--- src/rtl/pipelined_barrel_shifter.sv ---
// Pipelined barrel shifter: SHW registered stages, stage k shifts by 2^(SHW-1-k).
// Supports LSL, LSR, ASR and rotate-left, with an OR of all bits shifted out.
module pipelined_barrel_shifter #(
    parameter int unsigned WIDTH = 32,
    parameter int unsigned SHW   = $clog2(WIDTH)
) (
    input  logic             clk,
    input  logic             rst_n,
    input  logic             in_valid,
    output logic             in_ready,
    input  logic [WIDTH-1:0] in_data,
    input  logic [SHW-1:0]   in_shamt,
    input  logic [1:0]       in_mode,
    output logic             out_valid,
    input  logic             out_ready,
    output logic [WIDTH-1:0] out_data,
    output logic             out_lost,
    output logic [1:0]       out_mode
);

    localparam logic [1:0] MODE_LSL = 2'b00;
    localparam logic [1:0] MODE_LSR = 2'b01;
    localparam logic [1:0] MODE_ASR = 2'b10;

    // Global advance: the whole pipe moves unless the result is blocked.
    logic adv;
    assign adv      = !out_valid || out_ready;
    assign in_ready = adv;

    for (genvar k = 0; k < SHW; k++) begin : g_stage
        // Shamt bits still pending at this stage's input; the MSB is consumed here.
        localparam int unsigned SRC_W = SHW - k;
        localparam int unsigned SH    = 1 << (SRC_W - 1);
        localparam logic [WIDTH-1:0] LOW_MASK = {{(WIDTH - SH){1'b0}}, {SH{1'b1}}};

        logic             src_vld;
        logic [WIDTH-1:0] src_data;
        logic [SRC_W-1:0] src_shamt;
        logic [1:0]       src_mode;
        logic             src_lost;

        logic [WIDTH-1:0] nxt_data;
        logic             nxt_lost;

        logic             vld_q;
        logic [WIDTH-1:0] data_q;
        logic [1:0]       mode_q;
        logic             lost_q;

        if (k == 0) begin : g_src
            assign src_vld   = in_valid;
            assign src_data  = in_data;
            assign src_shamt = in_shamt;
            assign src_mode  = in_mode;
            assign src_lost  = 1'b0;
        end else begin : g_src
            assign src_vld   = g_stage[k-1].vld_q;
            assign src_data  = g_stage[k-1].data_q;
            assign src_shamt = g_stage[k-1].g_rem.shamt_q;
            assign src_mode  = g_stage[k-1].mode_q;
            assign src_lost  = g_stage[k-1].lost_q;
        end

        // Conditional shift by SH; ASR keeps replicating the original sign bit.
        always_comb begin
            nxt_data = src_data;
            nxt_lost = src_lost;
            if (src_shamt[SRC_W-1]) begin
                case (src_mode)
                    MODE_LSL: begin
                        nxt_data = src_data << SH;
                        nxt_lost = src_lost | (|(src_data >> (WIDTH - SH)));
                    end
                    MODE_LSR: begin
                        nxt_data = src_data >> SH;
                        nxt_lost = src_lost | (|(src_data & LOW_MASK));
                    end
                    MODE_ASR: begin
                        nxt_data = WIDTH'($signed(src_data) >>> SH);
                        nxt_lost = src_lost | (|(src_data & LOW_MASK));
                    end
                    default: begin
                        nxt_data = (src_data << SH) | (src_data >> (WIDTH - SH));
                        nxt_lost = 1'b0;
                    end
                endcase
            end
        end

        always_ff @(posedge clk or negedge rst_n) begin
            if (!rst_n) begin
                vld_q  <= 1'b0;
                data_q <= '0;
                mode_q <= 2'b00;
                lost_q <= 1'b0;
            end else if (adv) begin
                vld_q  <= src_vld;
                data_q <= nxt_data;
                mode_q <= src_mode;
                lost_q <= nxt_lost;
            end
        end

        // Only the not-yet-consumed shamt bits travel on; the last stage has none.
        if (SRC_W > 1) begin : g_rem
            logic [SRC_W-2:0] shamt_q;
            always_ff @(posedge clk or negedge rst_n) begin
                if (!rst_n) begin
                    shamt_q <= '0;
                end else if (adv) begin
                    shamt_q <= src_shamt[SRC_W-2:0];
                end
            end
        end
    end

    assign out_valid = g_stage[SHW-1].vld_q;
    assign out_data  = g_stage[SHW-1].data_q;
    assign out_lost  = g_stage[SHW-1].lost_q;
    assign out_mode  = g_stage[SHW-1].mode_q;

endmodule

--- config.mk ---
export PLATFORM = sky130hd
export DESIGN_NAME = pipelined_barrel_shifter
export DESIGN_NICKNAME = d
export VERILOG_FILES = /design/src/rtl/pipelined_barrel_shifter.sv
export SDC_FILE = /design/constraint.sdc
export NUM_CORES = 1
export LEC_CHECK = 0
export ABC_AREA = 1
export CAP_MARGIN = 20
export CORE_ASPECT_RATIO = 0.5
export CORE_MARGIN = 2
export CORE_UTILIZATION = 41
export DETAILED_ROUTE_END_ITERATION = 8
export PLACE_DENSITY = 0.63
export REMOVE_ABC_BUFFERS = 1
export SYNTH_ARGS = -nofsm -noshare
export SYNTH_HDL_FRONTEND = slang
export SYNTH_SLANG_ARGS = --single-unit
--- constraint.sdc ---
create_clock -name clk -period 1.9 [get_ports clk]
set_input_delay 0.285 -clock clk [delete_from_list [all_inputs] [get_ports clk]]
set_output_delay 0.285 -clock clk [all_outputs]
set_load 0.02 [all_outputs]
Word level (Yosys, flattened, before mapping)
Cells that the tools add are included.
- add/subtract/negate cells: 0
- multiply operators: 0
- div/mod/pow operators: 0
- magnitude comparators: 0
- equality and inequality tests: 10
- shift operators: 0
- mux-type cells: 20
- bitwise operators: 13
- reductions and logical operators: 20
- operators by type and width (cell ; count):
    $pmux 32 s3 ; 5
    $mux 32 ; 5
    $or 32x1->32 ; 1
    $or 32x16->32 ; 1
    $or 32x2->32 ; 1
    $or 32x4->32 ; 1
    $or 32x8->32 ; 1
    $reduce_or 16->1 ; 2
    $reduce_or 8->1 ; 2
    $reduce_or 2->1 ; 7
    $eq 2x1->1 const B ; 5
    $eq 2x2->1 const B ; 5
    $logic_not 2->1 ; 5
    $pmux 1 s2 ; 5
    $or 1x1->1 ; 8
    $reduce_or 4->1 ; 2
    $mux 1 ; 5
    $logic_not 1->1 ; 1
    $logic_or 1x1->1 ; 1
- register bits: 190
- bits in latches: 0
- RAM bits: 0
- memory bits (read-only): 0
- input bits: 43
- output and inout bits: 37
- word-level logic and storage cells: 87
- memories: 0

Longest topological paths before layout
Gate-level depths: netlist (run 1).
- depth in word-level cells: 4
- gate-level depth with buffers: 10
- gate-level depth less buffers: 10

Least setup slack after synthesis (run 1)
OpenSTA, ideal clock, no wires.
- path kind: reg2reg
- from: register g_stage[1].mode_q[0]
- to: register g_stage[2].data_q[18]
- library setup time: 0.130 ns
- data arrival time: 1.353 ns
- required time: 1.770 ns
- slack: 0.417 ns
- stages on the path, launching flop included: 8
- path buffers: 1
- clock period less this slack: 1.483 ns
- path through: dfrtp_1 -> inv_1 -> ha_1 -> nor2_4 -> buf_2 -> o22ai_1 -> o21ai_0 -> o21ai_0
- longest elaborated chain between the ends: 3
- elaborated cells on any way between the ends: 5
- classes of those cells: 2 x eq/ne; 2 x mux; 1 x reduce/logical
- ends and longest elaborated chain (item ; RTL line ; text):
    from (decl) ; 47 ; logic [1:0] mode_q;
    from (signal assigned) ; 99 ; mode_q <= src_mode;
    $eq 2x2->1 (tied with other cells) ; 69 ; case (src_mode)
    $pmux 32 s3 * ; 69 ;
    $mux 32 * ; 68 ; if (src_shamt[SRC_W-1]) begin
    to (signal assigned) ; 98 ; data_q <= nxt_data;
    to (decl) ; 46 ; logic [WIDTH-1:0] data_q;
Mark *: on every way between the ends. The rest lies on a longest branch, timed or not.
A chain may end at the register's enable or synchronous reset.

Worst setup path after layout (run 1)
- from: register g_stage[4].vld_q (netlist: out_valid)
- to: output out_valid
- RTL lines (item ; RTL line ; text):
    from (decl) ; 45 ; logic vld_q;
    from (signal assigned) ; 97 ; vld_q <= src_vld;
    to (decl) ; 14 ; output logic out_valid,
No word-level cell between the ends.

==> results of run 1 <==
[area by class of cell]
class / count / area (um2)
inverters: 163 / 614.3
multi-input cells: 882 / 4533
flip-flops and latches: 190 / 4756
clock buffers: 21 / 450.4
clock inverters: 11 / 135.1
repair buffers: 130 / 1466
well taps: 344 / 430.4
fillers: 2453 / 12650
[routing by layer]
| metal | share of wire (%) | track usage (%) |
|---|---|---|
| met2 | 43 | 34.18 |
| met4 | 2.1 | 7.879 |
| met3 | 5.4 | 3.394 |
| met1 | 49 | 30.74 |
| met5 | 0 | 0 |
[cells by family (layout without fill, tap and decap cells)]
group,Yosys count,in the layout,share of synthesized area [%]
compound gates,553,553,28.89
flops,190,190,45.88
simple gates,306,306,11.94
buf+inv,255,325,10.52
fa+ha+maj,23,23,2.777
[report_power, final]
| group | switching [uW] | total, uW | internal [uW] | leakage (uW) |
|---|---|---|---|---|
| clock | 1610 | 3600 | 1990 | 0.000280 |
| combinational | 7210 | 11600 | 4410 | 0.00297 |
| sequential | 1060 | 7020 | 5970 | 0.00229 |
| total | 9880 | 22200 | 12400 | 0.00554 |
[worst paths after layout]
kind / startpoint / end / slack [ps]
max in group asynchronous: rst_n / out_data[29]$_DFFE_PN0P_ / 900
worst min register to register: g_stage[3].vld_q$_DFFE_PN0P_ / out_valid$_DFFE_PN0P_ / 450
worst min-delay path: rst_n / g_stage[1].data_q[12]$_DFFE_PN0P_ / 350
worst max register to register: g_stage[2].mode_q[0]$_DFFE_PN0P_ / g_stage[3].data_q[28]$_DFFE_PN0P_ / 100
min in group clk: in_valid / g_stage[0].vld_q$_DFFE_PN0P_ / 380
worst max-delay path: out_valid$_DFFE_PN0P_ / out_valid / 70
[state kept, by name (all words and copies together), names as in the netlist]
name	flops
out_valid	1
g_stage.g_rem.shamt_q	10
g_stage.lost_q	4
g_stage.mode_q	8
out_lost	1
out_mode	2
g_stage.data_q	128
g_stage.vld_q	4
out_data	32
[through the flow]
| stage | setup WS, ps | hold slack (ps) | instances |
|---|---|---|---|
| finish | 66.97 | 345.4 | 1741 |
| global route | 23.55 | 386.6 | 1741 |
| floorplan | -2441 | -10.59 | 1235 |
| CTS | 48.08 | 346.9 | 1740 |
| global placement | -44.94 | 260.1 | 1707 |
| detailed placement | -37.84 | 264.0 | 1707 |
[repair_timing]
item | CTS | global route
endpoints found under the setup margin | 1 | 10
cloned | 0 | 0
setup buffers | 0 | 1
resized for setup | 1 | 7
hold buffers | 1 | 0
endpoints found under the hold margin | 44 | 0
[placed cells by master (no fill, tap or decap), types with 2 or more instances in the layout]
master and count:
sky130_fd_sc_hd__nand3_1 25, sky130_fd_sc_hd__nor2_1 52, sky130_fd_sc_hd__ha_1 23, sky130_fd_sc_hd__inv_2 5, sky130_fd_sc_hd__inv_1 155, sky130_fd_sc_hd__buf_4 27, sky130_fd_sc_hd__a31oi_1 35, sky130_fd_sc_hd__clkinv_4 4
sky130_fd_sc_hd__dfrtp_1 189, sky130_fd_sc_hd__clkbuf_8 2, sky130_fd_sc_hd__clkbuf_1 3, sky130_fd_sc_hd__o22ai_1 80, sky130_fd_sc_hd__a21oi_1 116, sky130_fd_sc_hd__clkdlybuf4s50_1 77, sky130_fd_sc_hd__a31oi_4 2, sky130_fd_sc_hd__nand2_1 211
sky130_fd_sc_hd__clkinv_1 2, sky130_fd_sc_hd__clkbuf_16 17, sky130_fd_sc_hd__nand4_1 2, sky130_fd_sc_hd__o21a_1 6, sky130_fd_sc_hd__bufinv_16 2, sky130_fd_sc_hd__nor3_1 6, sky130_fd_sc_hd__o21ai_1 48, sky130_fd_sc_hd__nor2_4 3
sky130_fd_sc_hd__clkinvlp_4 2, sky130_fd_sc_hd__o211ai_1 11, sky130_fd_sc_hd__buf_12 23, sky130_fd_sc_hd__o21ai_0 254, sky130_fd_sc_hd__nand2_2 5
==> results.yml, run 1 <==
outcome:
  status: "finished, final reports clean"
final_layout:
  antenna-diode-count: 0
  final_core_utilization_pct: 49.48
  area.growth.synth_to_final_pct: 19.51
  finish.net_count: 1450
  layout-drive-gt1-share_pct: 7.158
  design_area_mm2: 0.01239
floorplan:
  core_region_mm2: 0.02503
  io_pins: 80
  initial_utilization_pct: 41.40
  die_area_mm2: 0.02664
  die-width_um: 228.8
  std_cell_rows: 41
  chipHeight_um: 116.4
hold_path:
  holdCritPathClass: "primary input to async pin"
route:
  routed-via-count: 9383
  drt_pass1_iterations: 5
  routedWlPerCell_um: 15.98
  ant_nets: 0
  viasPerCell: 5.389
  dr.first_iter.drc_count: 827
  remaining_drc_errors: 0
  total_wirelength_mm: 27.82
logic_synthesis:
  ys_warn_count: 0
  synth_area_per_cell_um2: 7.810
  yosysSeqAreaShare_pct: 45.88
  synth_enable_flop_cells: 0
  synth.most_common_cell: "sky130_fd_sc_hd__o21ai_0"
  synth.top_cell.area_share_pct: 45.88
  ys_dominant_reg_cell: "sky130_fd_sc_hd__dfrtp_1"
  synth.top_cells.by_count: "260 x sky130_fd_sc_hd__o21ai_0, 211 x sky130_fd_sc_hd__nand2_1, 190 x sky130_fd_sc_hd__dfrtp_1"
  synth.distinct_cells: 28
  async_flop_share_pct: 100.0
  syn_inst_count: 1327
  yosys.area.top_type: "sky130_fd_sc_hd__dfrtp_1"
  ys_ff_latch: 190
  mapped_cell_area_mm2: 0.01036
  ranking_of_synthesized_cells_by_area: "sky130_fd_sc_hd__dfrtp_1 46%, sky130_fd_sc_hd__o21ai_0 13%, sky130_fd_sc_hd__nand2_1 7.6%"
setup_path:
  worstPathBufferInverterCount: 1
  timing.critical_path.fanout_max: 2
  cp.depth: 1
  cp_top_family: "buffers and inverters"
  worstRegToRegCells: 7
  worstPathArrival_ps: 1550
  timing.critical_path.slowest_cell_delay_ps: 650
  timing.critical_path.to_type: "primary output"
  startpoint_type: "flop"
  critPathRequiredTime_ps: 1620
  worstSetupPathType: "flop to primary output"
  timing.critical_path.cells: "clkdlybuf4s50_1"
  cpMaxStageDelayCell: "sky130_fd_sc_hd__clkdlybuf4s50_1"
global_route:
  first_global_vias: 8786
  globalRouteTotalUtil_pct: 21.71
  grt_pass1_wl_mm: 46.10
  antenna_violations_before_repair: 0
  grt_remaining_overflow: 0
  grt_max_degree: 78
clock_network:
  buffer_levels_on_the_longest_clock_path: 2
  cts_htree_levels: 4
  tritoncts: "built"
  clock_latency_ps: 450
  clkSinkCount: 190
  tritoncts.num_buffers: 17
  root_buffer: "sky130_fd_sc_hd__clkbuf_16"
  worst_setup_hold_path_clk_slew_ps: 70
timing:
  relSlewSlack_pct: 71.86
  timing_hold_violations_final: 0
  report.final.setup_viol: 0
  tns_ps: 0
  rsz0062_at_grt: "no"
  worst_pin_slew_ps: 422.2
  highest_clock_rate_ghz: 0.5455
  timing_max_transition_violations_final: 0
  clock-skew-final_ps: 13.26
  final_period_minus_worst_setup_slack_ps: 1833
  post-route-period-util_pct: 96.48
power_and_ir_drop:
  peak_supply_drop_mv: 0.6325
  leakage_uw: 0.005542
  power_density_mw_per_mm2: 1796
  finalPower_uw: 22250
placement:
  place.detailed.hpwl_mm: 19.95
  port_buffers: 79
  place_area_mm2: 0.01178
  final_weighted_congestion_in_routability_driven_placement: 0.9139
job:
  maxCapViolCount: 0
Power figures use the tool's default switching activity.
==> inputs of run 2 (changes only) <==
CORE_MARGIN = 1   (was 2)
RECOVER_POWER = 25   (was default)
clock period = 1.91 ns   (was 1.9 ns; I/O delays follow)
==> results.yml, run 2 (synthesis gave the netlist of run 1 again) <==
power_and_ir_drop:
  power_frac_seq_pct: 32.2
  pwr-share-comb_pct: 52.2
  internal-power_uw: 11930
  clockPowerShare_pct: 15.6
  power_switching_uw: 9731
  sw_frac_of_total_pct: 44.92
  peak_supply_drop_mv: 0.7796
  power_density_mw_per_mm2: 1775
  leakage_uw: 0.005450
final_layout:
  max_flop_register: "g_stage.data_q"
  antenna-diode-count: 0
  area.growth.synth_to_final_pct: 17.75
  finish.net_count: 1438
  layout_commonest_cell: "sky130_fd_sc_hd__o21ai_0"
  combined_area_of_the_multi_input_logic_cells_mm2: 0.004533
  top_library_cells_by_usage_in_the_layout_fill_and_taps_aside: "258 x sky130_fd_sc_hd__o21ai_0, 211 x sky130_fd_sc_hd__nand2_1, 189 x sky130_fd_sc_hd__dfrtp_1"
  layout-drive-gt1-share_pct: 6.498
  design_area_mm2: 0.01220
  final.fill_count: 2367
  register_area_mm2: 0.004756
  number_of_flip_flops_under_the_largest_register_name: 128
setup_path:
  critPathRequiredTime_ps: 1620
  cp.depth: 1
  worstPathBufferInverterCount: 1
  cp_top_family: "buffers and inverters"
  timing.critical_path.cells: "clkdlybuf4s50_1"
  worstRegToRegCells: 7
  worstPathArrival_ps: 1540
  timing.critical_path.to_type: "primary output"
  cpMaxStageDelayCell: "sky130_fd_sc_hd__clkdlybuf4s50_1"
  timing.critical_path.fanout_max: 2
  setup.reg_to_reg.worst_slack_ps: 110
  timing.critical_path.slowest_cell_delay_ps: 640
  crit-reg2reg-capture: "g_stage[3].data_q[28]$_DFFE_PN0P_"
  reg2reg_from: "g_stage[2].mode_q[1]$_DFFE_PN0P_"
  worstSetupPathType: "flop to primary output"
  startpoint_type: "flop"
route:
  routedWlPerCell_um: 16.18
  drt_pass1_iterations: 5
  viasPerCell: 5.336
  total_wirelength_mm: 27.84
  remaining_drc_errors: 0
  dr.first_iter.drc_count: 858
  routed-via-count: 9184
  ant_nets: 0
timing:
  clock-skew-final_ps: 10.65
  layout_setup_ws_ps: 88.33
  worst_pin_slew_ps: 933.0
  report.final.setup_viol: 0
  final_period_minus_worst_setup_slack_ps: 1822
  timing_hold_violations_final: 0
  post-route-period-util_pct: 95.38
  highest_clock_rate_ghz: 0.5489
  timing_max_transition_violations_final: 0
  tns_ps: 0
  relSlewSlack_pct: 37.80
  rsz0062_at_grt: "no"
floorplan:
  io_pins: 80
  chipHeight_um: 114.4
  std_cell_rows: 40
  die_area_mm2: 0.02596
  core_region_mm2: 0.02437
  initial_utilization_pct: 42.52
  die-width_um: 226.8
placement:
  place_area_mm2: 0.01165
  port_buffers: 79
  place.detailed.hpwl_mm: 19.40
  final_weighted_congestion_in_routability_driven_placement: 0.8977
  place_ws_ps: 9.775
clock_network:
  clock_latency_ps: 450
  buffer_levels_on_the_longest_clock_path: 2
  post-cts-setup-buffer-count: 0
  root_buffer: "sky130_fd_sc_hd__clkbuf_16"
  clkSinkCount: 190
  worst_setup_hold_path_clk_slew_ps: 70
  tritoncts: "built"
  tritoncts.num_buffers: 17
  cts_htree_levels: 4
hold_path:
  hold-path-endpoint: "g_stage[0].g_rem.shamt_q[2]$_DFFE_PN0P_"
  holdCritPathClass: "primary input to flop"
  hold_path.startpoint: "in_shamt[2]"
  min_delay_path_depth: 3
global_route:
  grt_max_degree: 124
  antenna_violations_before_repair: 0
  globalRouteTotalUtil_pct: 22.59
  grt_pass1_wl_mm: 45.85
  grt_remaining_overflow: 0
  first_global_vias: 8618
outcome:
  status: "finished, final reports clean"
job:
  maxCapViolCount: 0
run 2: routing by layer:
metal	vias to the layer above	wire, um	global-route usage (%)
li1	4584	-	-
met1	4328	14090	33.88
met2	248	11990	33.23
met3	24	1383	3.644
met4	0	372	6.892
met5	-	0	0
run 2: through the flow:
step	hold slack (ps)	util (%)	std cells	power [uW]
4_1_cts	294.4	50.12	1721	21670
3_5_place_dp	213.2	47.81	1688	18210
2_1_floorplan	-9.091	-	1235	13900
6_report	379.7	50.07	1721	21660
3_3_place_gp	210.2	47.81	1688	18000
5_1_grt	389.8	50.07	1721	23460
run 2: worst max path at each step:
stage	startpoint	to	slack (ps)
after floorplan	out_valid$_DFFE_PN0P_	g_stage[1].data_q[10]$_DFFE_PN0P_	-2430
after global placement	in_mode[0]	g_stage[0].data_q[21]$_DFFE_PN0P_	40
after detailed placement	in_mode[0]	g_stage[0].data_q[16]$_DFFE_PN0P_	10
after CTS	out_valid$_DFFE_PN0P_	out_valid	60
after global routing	g_stage[1].mode_q[0]$_DFFE_PN0P_	g_stage[2].data_q[23]$_DFFE_PN0P_	3
final	out_valid$_DFFE_PN0P_	out_valid	90
run 2: repair_timing:
action / 4_1_cts / 5_1_grt
hold endpoints to repair: 29 / 0
gates resized for setup: 1 / 3
hold buffers: 1 / 0
endpoints found under the setup margin: 1 / 5
run 2: final cells by class:
class,count,share of cell area [%]
sequential,190,38.97
multi-input combinational,882,37.15
timing repair buffer,118,10.86
inverter,163,5.034
clock buffer,21,3.855
tap,336,3.445
clock inverter,11,0.6870
run 2: worst register-to-register path: stages (launching register included):
cell                      delay [ps]
sky130_fd_sc_hd__dfrtp_1         420
sky130_fd_sc_hd__inv_1           100
sky130_fd_sc_hd__ha_1            190
sky130_fd_sc_hd__nor2_1          200
sky130_fd_sc_hd__buf_12          210
sky130_fd_sc_hd__o22ai_1          90
sky130_fd_sc_hd__o21ai_0         310
sky130_fd_sc_hd__o21ai_0         140
run 2: power by group through the flow:
stage | combinational [uW] | clock (uW) | sequential [uW]
after CTS | 11200 | 3460 | 6980
after global placement | 11000 | 0 | 7000
after floorplan | 6650 | 0 | 7250
after detailed placement | 11200 | 0 | 7050
final | 11300 | 3370 | 6980
after global routing | 12600 | 3620 | 7200
==> inputs of run 3 (changes only) <==
PLACE_DENSITY = 0.66   (was 0.63)
SKIP_LAST_GASP = 1   (was default)
clock period = 1.5 ns   (was 1.91 ns; I/O delays follow)
==> results.yml, run 3 (synthesis gave the netlist of run 1 again) <==
outcome:
  status: "complete, but fails checks"
  violated_checks: "setup timing"
power_and_ir_drop:
  sw_frac_of_total_pct: 45.00
  clockPowerShare_pct: 13.8
  pwr-share-comb_pct: 60.7
  power_frac_seq_pct: 25.5
  internal-power_uw: 19590
  power_density_mw_per_mm2: 2482
  peak_supply_drop_mv: 0.9216
  leakage_uw: 0.006408
  power_switching_uw: 16030
final_layout:
  finish.net_count: 1538
  area.growth.synth_to_final_pct: 38.50
  top_library_cells_by_usage_in_the_layout_fill_and_taps_aside: "191 x sky130_fd_sc_hd__nand2_1, 183 x sky130_fd_sc_hd__dfrtp_1, 164 x sky130_fd_sc_hd__o21ai_1"
  layout-drive-gt1-share_pct: 23.18
  layout_commonest_cell: "sky130_fd_sc_hd__nand2_1"
  final_core_utilization_pct: 58.89
  antenna-diode-count: 0
  number_of_flip_flops_under_the_largest_register_name: 128
  final.fill_count: 2058
  max_flop_register: "g_stage.data_q"
hold_path:
  holdCritPathClass: "primary input to flop"
  min_delay_path_depth: 3
placement:
  port_buffers: 79
  place_ws_ps: -362.3
  final_weighted_congestion_in_routability_driven_placement: 0.9002
  place.detailed.hpwl_mm: 20.14
setup_path:
  timing.critical_path.fanout_max: 7
  timing.critical_path.slowest_cell_delay_ps: 450
  crit_end: "out_data[5]$_DFFE_PN0P_"
  crit-reg2reg-capture: "out_data[5]$_DFFE_PN0P_"
  crit_path_start: "g_stage[3].mode_q[1]$_DFFE_PN0P_"
  reg2reg_from: "g_stage[3].mode_q[1]$_DFFE_PN0P_"
  timing.critical_path.cells: "inv_4 -> ha_4 -> nor2_4 -> nor2_4 -> buf_12 -> clkbuf_16 -> nand2_2 -> o21ai_1 -> o21ai_1 -> nand2_1"
  startpoint_type: "flop"
  critPathRequiredTime_ps: 1840
  cp_top_family: "flip-flops"
  timing.critical_path.to_type: "flop"
  setup.reg_to_reg.worst_slack_ps: -180
  cpMaxStageDelayCell: "sky130_fd_sc_hd__dfrtp_2"
  worstPathBufferInverterCount: 3
  worstRegToRegCells: 10
  worstSetupPathType: "flop to flop"
  worstPathArrival_ps: 2020
  cp.depth: 10
global_route:
  first_global_vias: 9616
  grt_remaining_overflow: 0
  grt_max_degree: 59
  antenna_violations_before_repair: 0
  globalRouteTotalUtil_pct: 24.81
  grt_pass1_wl_mm: 50.67
timing:
  timing_hold_violations_final: 0
  relSlewSlack_pct: 46.75
  highest_clock_rate_ghz: 0.5951
  timing_max_transition_violations_final: 0
  worst_pin_slew_ps: 798.8
  final_period_minus_worst_setup_slack_ps: 1680
  layout_setup_ws_ps: -180.5
  report.final.setup_viol: 91
  rsz0062_at_grt: "yes"
  post-route-period-util_pct: 112.0
  clock-skew-final_ps: 11.50
route:
  total_wirelength_mm: 32.56
  dr.first_iter.drc_count: 886
  ant_nets: 0
  routedWlPerCell_um: 17.89
  routed-via-count: 10230
  remaining_drc_errors: 0
  drt_pass1_iterations: 6
  viasPerCell: 5.623
clock_network:
  clkSinkCount: 190
  cts_htree_levels: 4
  worst_setup_hold_path_clk_slew_ps: 80
  tritoncts.num_buffers: 17
  root_buffer: "sky130_fd_sc_hd__clkbuf_16"
  clock_latency_ps: 450
  buffer_levels_on_the_longest_clock_path: 2
  tritoncts: "built"
floorplan:
  io_pins: 80
  std_cell_rows: 40
  initial_utilization_pct: 42.52
  core_region_mm2: 0.02437
  chipHeight_um: 114.4
  die-width_um: 226.8
  die_area_mm2: 0.02596
job:
  maxCapViolCount: 0
==> run 3: power groups by stage <==
stage / Sequential [uW] / Clock, uW / Combinational (uW)
4_1_cts: 8900 / 4980 / 18600
5_1_grt: 9340 / 5180 / 23300
2_1_floorplan: 9230 / 0 / 8470
6_report: 9090 / 4920 / 21600
3_3_place_gp: 8820 / 0 / 14800
3_5_place_dp: 8900 / 0 / 15100
==> run 3: how the worst min path moves through the flow <==
stage                     startpoint                          endpoint  slack (ps)
after floorplan                rst_n  g_stage[0].data_q[0]$_DFFE_PN0P_         -70
after global placement         rst_n      g_stage[0].vld_q$_DFFE_PN0P_         140
after detailed placement       rst_n      g_stage[0].vld_q$_DFFE_PN0P_         140
after CTS                      rst_n      g_stage[0].vld_q$_DFFE_PN0P_         240
after global routing      in_mode[1]  g_stage[0].mode_q[1]$_DFFE_PN0P_         160
final                     in_mode[1]  g_stage[0].mode_q[1]$_DFFE_PN0P_         120
==> run 3: timing repair <==
| item | in CTS | in global routing |
|---|---|---|
| gates resized for setup | 208 | 249 |
| setup buffers | 25 | 17 |
| hold buffers | 1 | 0 |
| endpoints found under the hold margin | 52 | 0 |
| endpoints found under the setup margin | 140 | 126 |
| pin swaps | 48 | 113 |
| gates cloned | 12 | 5 |
==> run 3: routing by layer <==
layer | part of all wire [%] | up-vias | GRT usage [%]
li1 | - | 4820 | -
met1 | 44 | 4887 | 33.42
met2 | 47 | 457 | 40.59
met3 | 6.0 | 69 | 4.337
met4 | 2.3 | 0 | 8.288
met5 | 0 | - | 0
==> run 3: worst reg2reg max path: stages (launching register included) <==
cell,delay (ps)
sky130_fd_sc_hd__dfrtp_2,450
sky130_fd_sc_hd__inv_4,70
sky130_fd_sc_hd__ha_4,160
sky130_fd_sc_hd__nor2_4,120
sky130_fd_sc_hd__nor2_4,70
sky130_fd_sc_hd__buf_12,130
sky130_fd_sc_hd__clkbuf_16,160
sky130_fd_sc_hd__nand2_2,60
sky130_fd_sc_hd__o21ai_1,80
sky130_fd_sc_hd__o21ai_1,210
sky130_fd_sc_hd__nand2_1,70
==> run 3: final cells by class <==
type                    instances  area (um2)  share of cell area (%)
flip-flops and latches        190        4763                   33.19
clock inverters                14       203.9                   1.421
well taps                     336       420.4                   2.929
clock buffers                  17       425.4                   2.964
multi-input cells             883        5448                   37.95
repair buffers                217        2441                   17.01
inverters                     163       651.9                   4.541
==> run 3: stage by stage <==
stage	hold WS (ps)	cells	TNS [ps]	instance area [um2]	power [uW]
after floorplan	-70.59	1235	-425160	9886	17710
after detailed placement	142.4	1738	-29840	12100	23970
after global routing	155.9	1820	-17380	14350	37810
after CTS	237.0	1806	-6038	13650	32510
after global placement	137.3	1738	-21230	12100	23600
final	119.9	1820	-5702	14350	35630
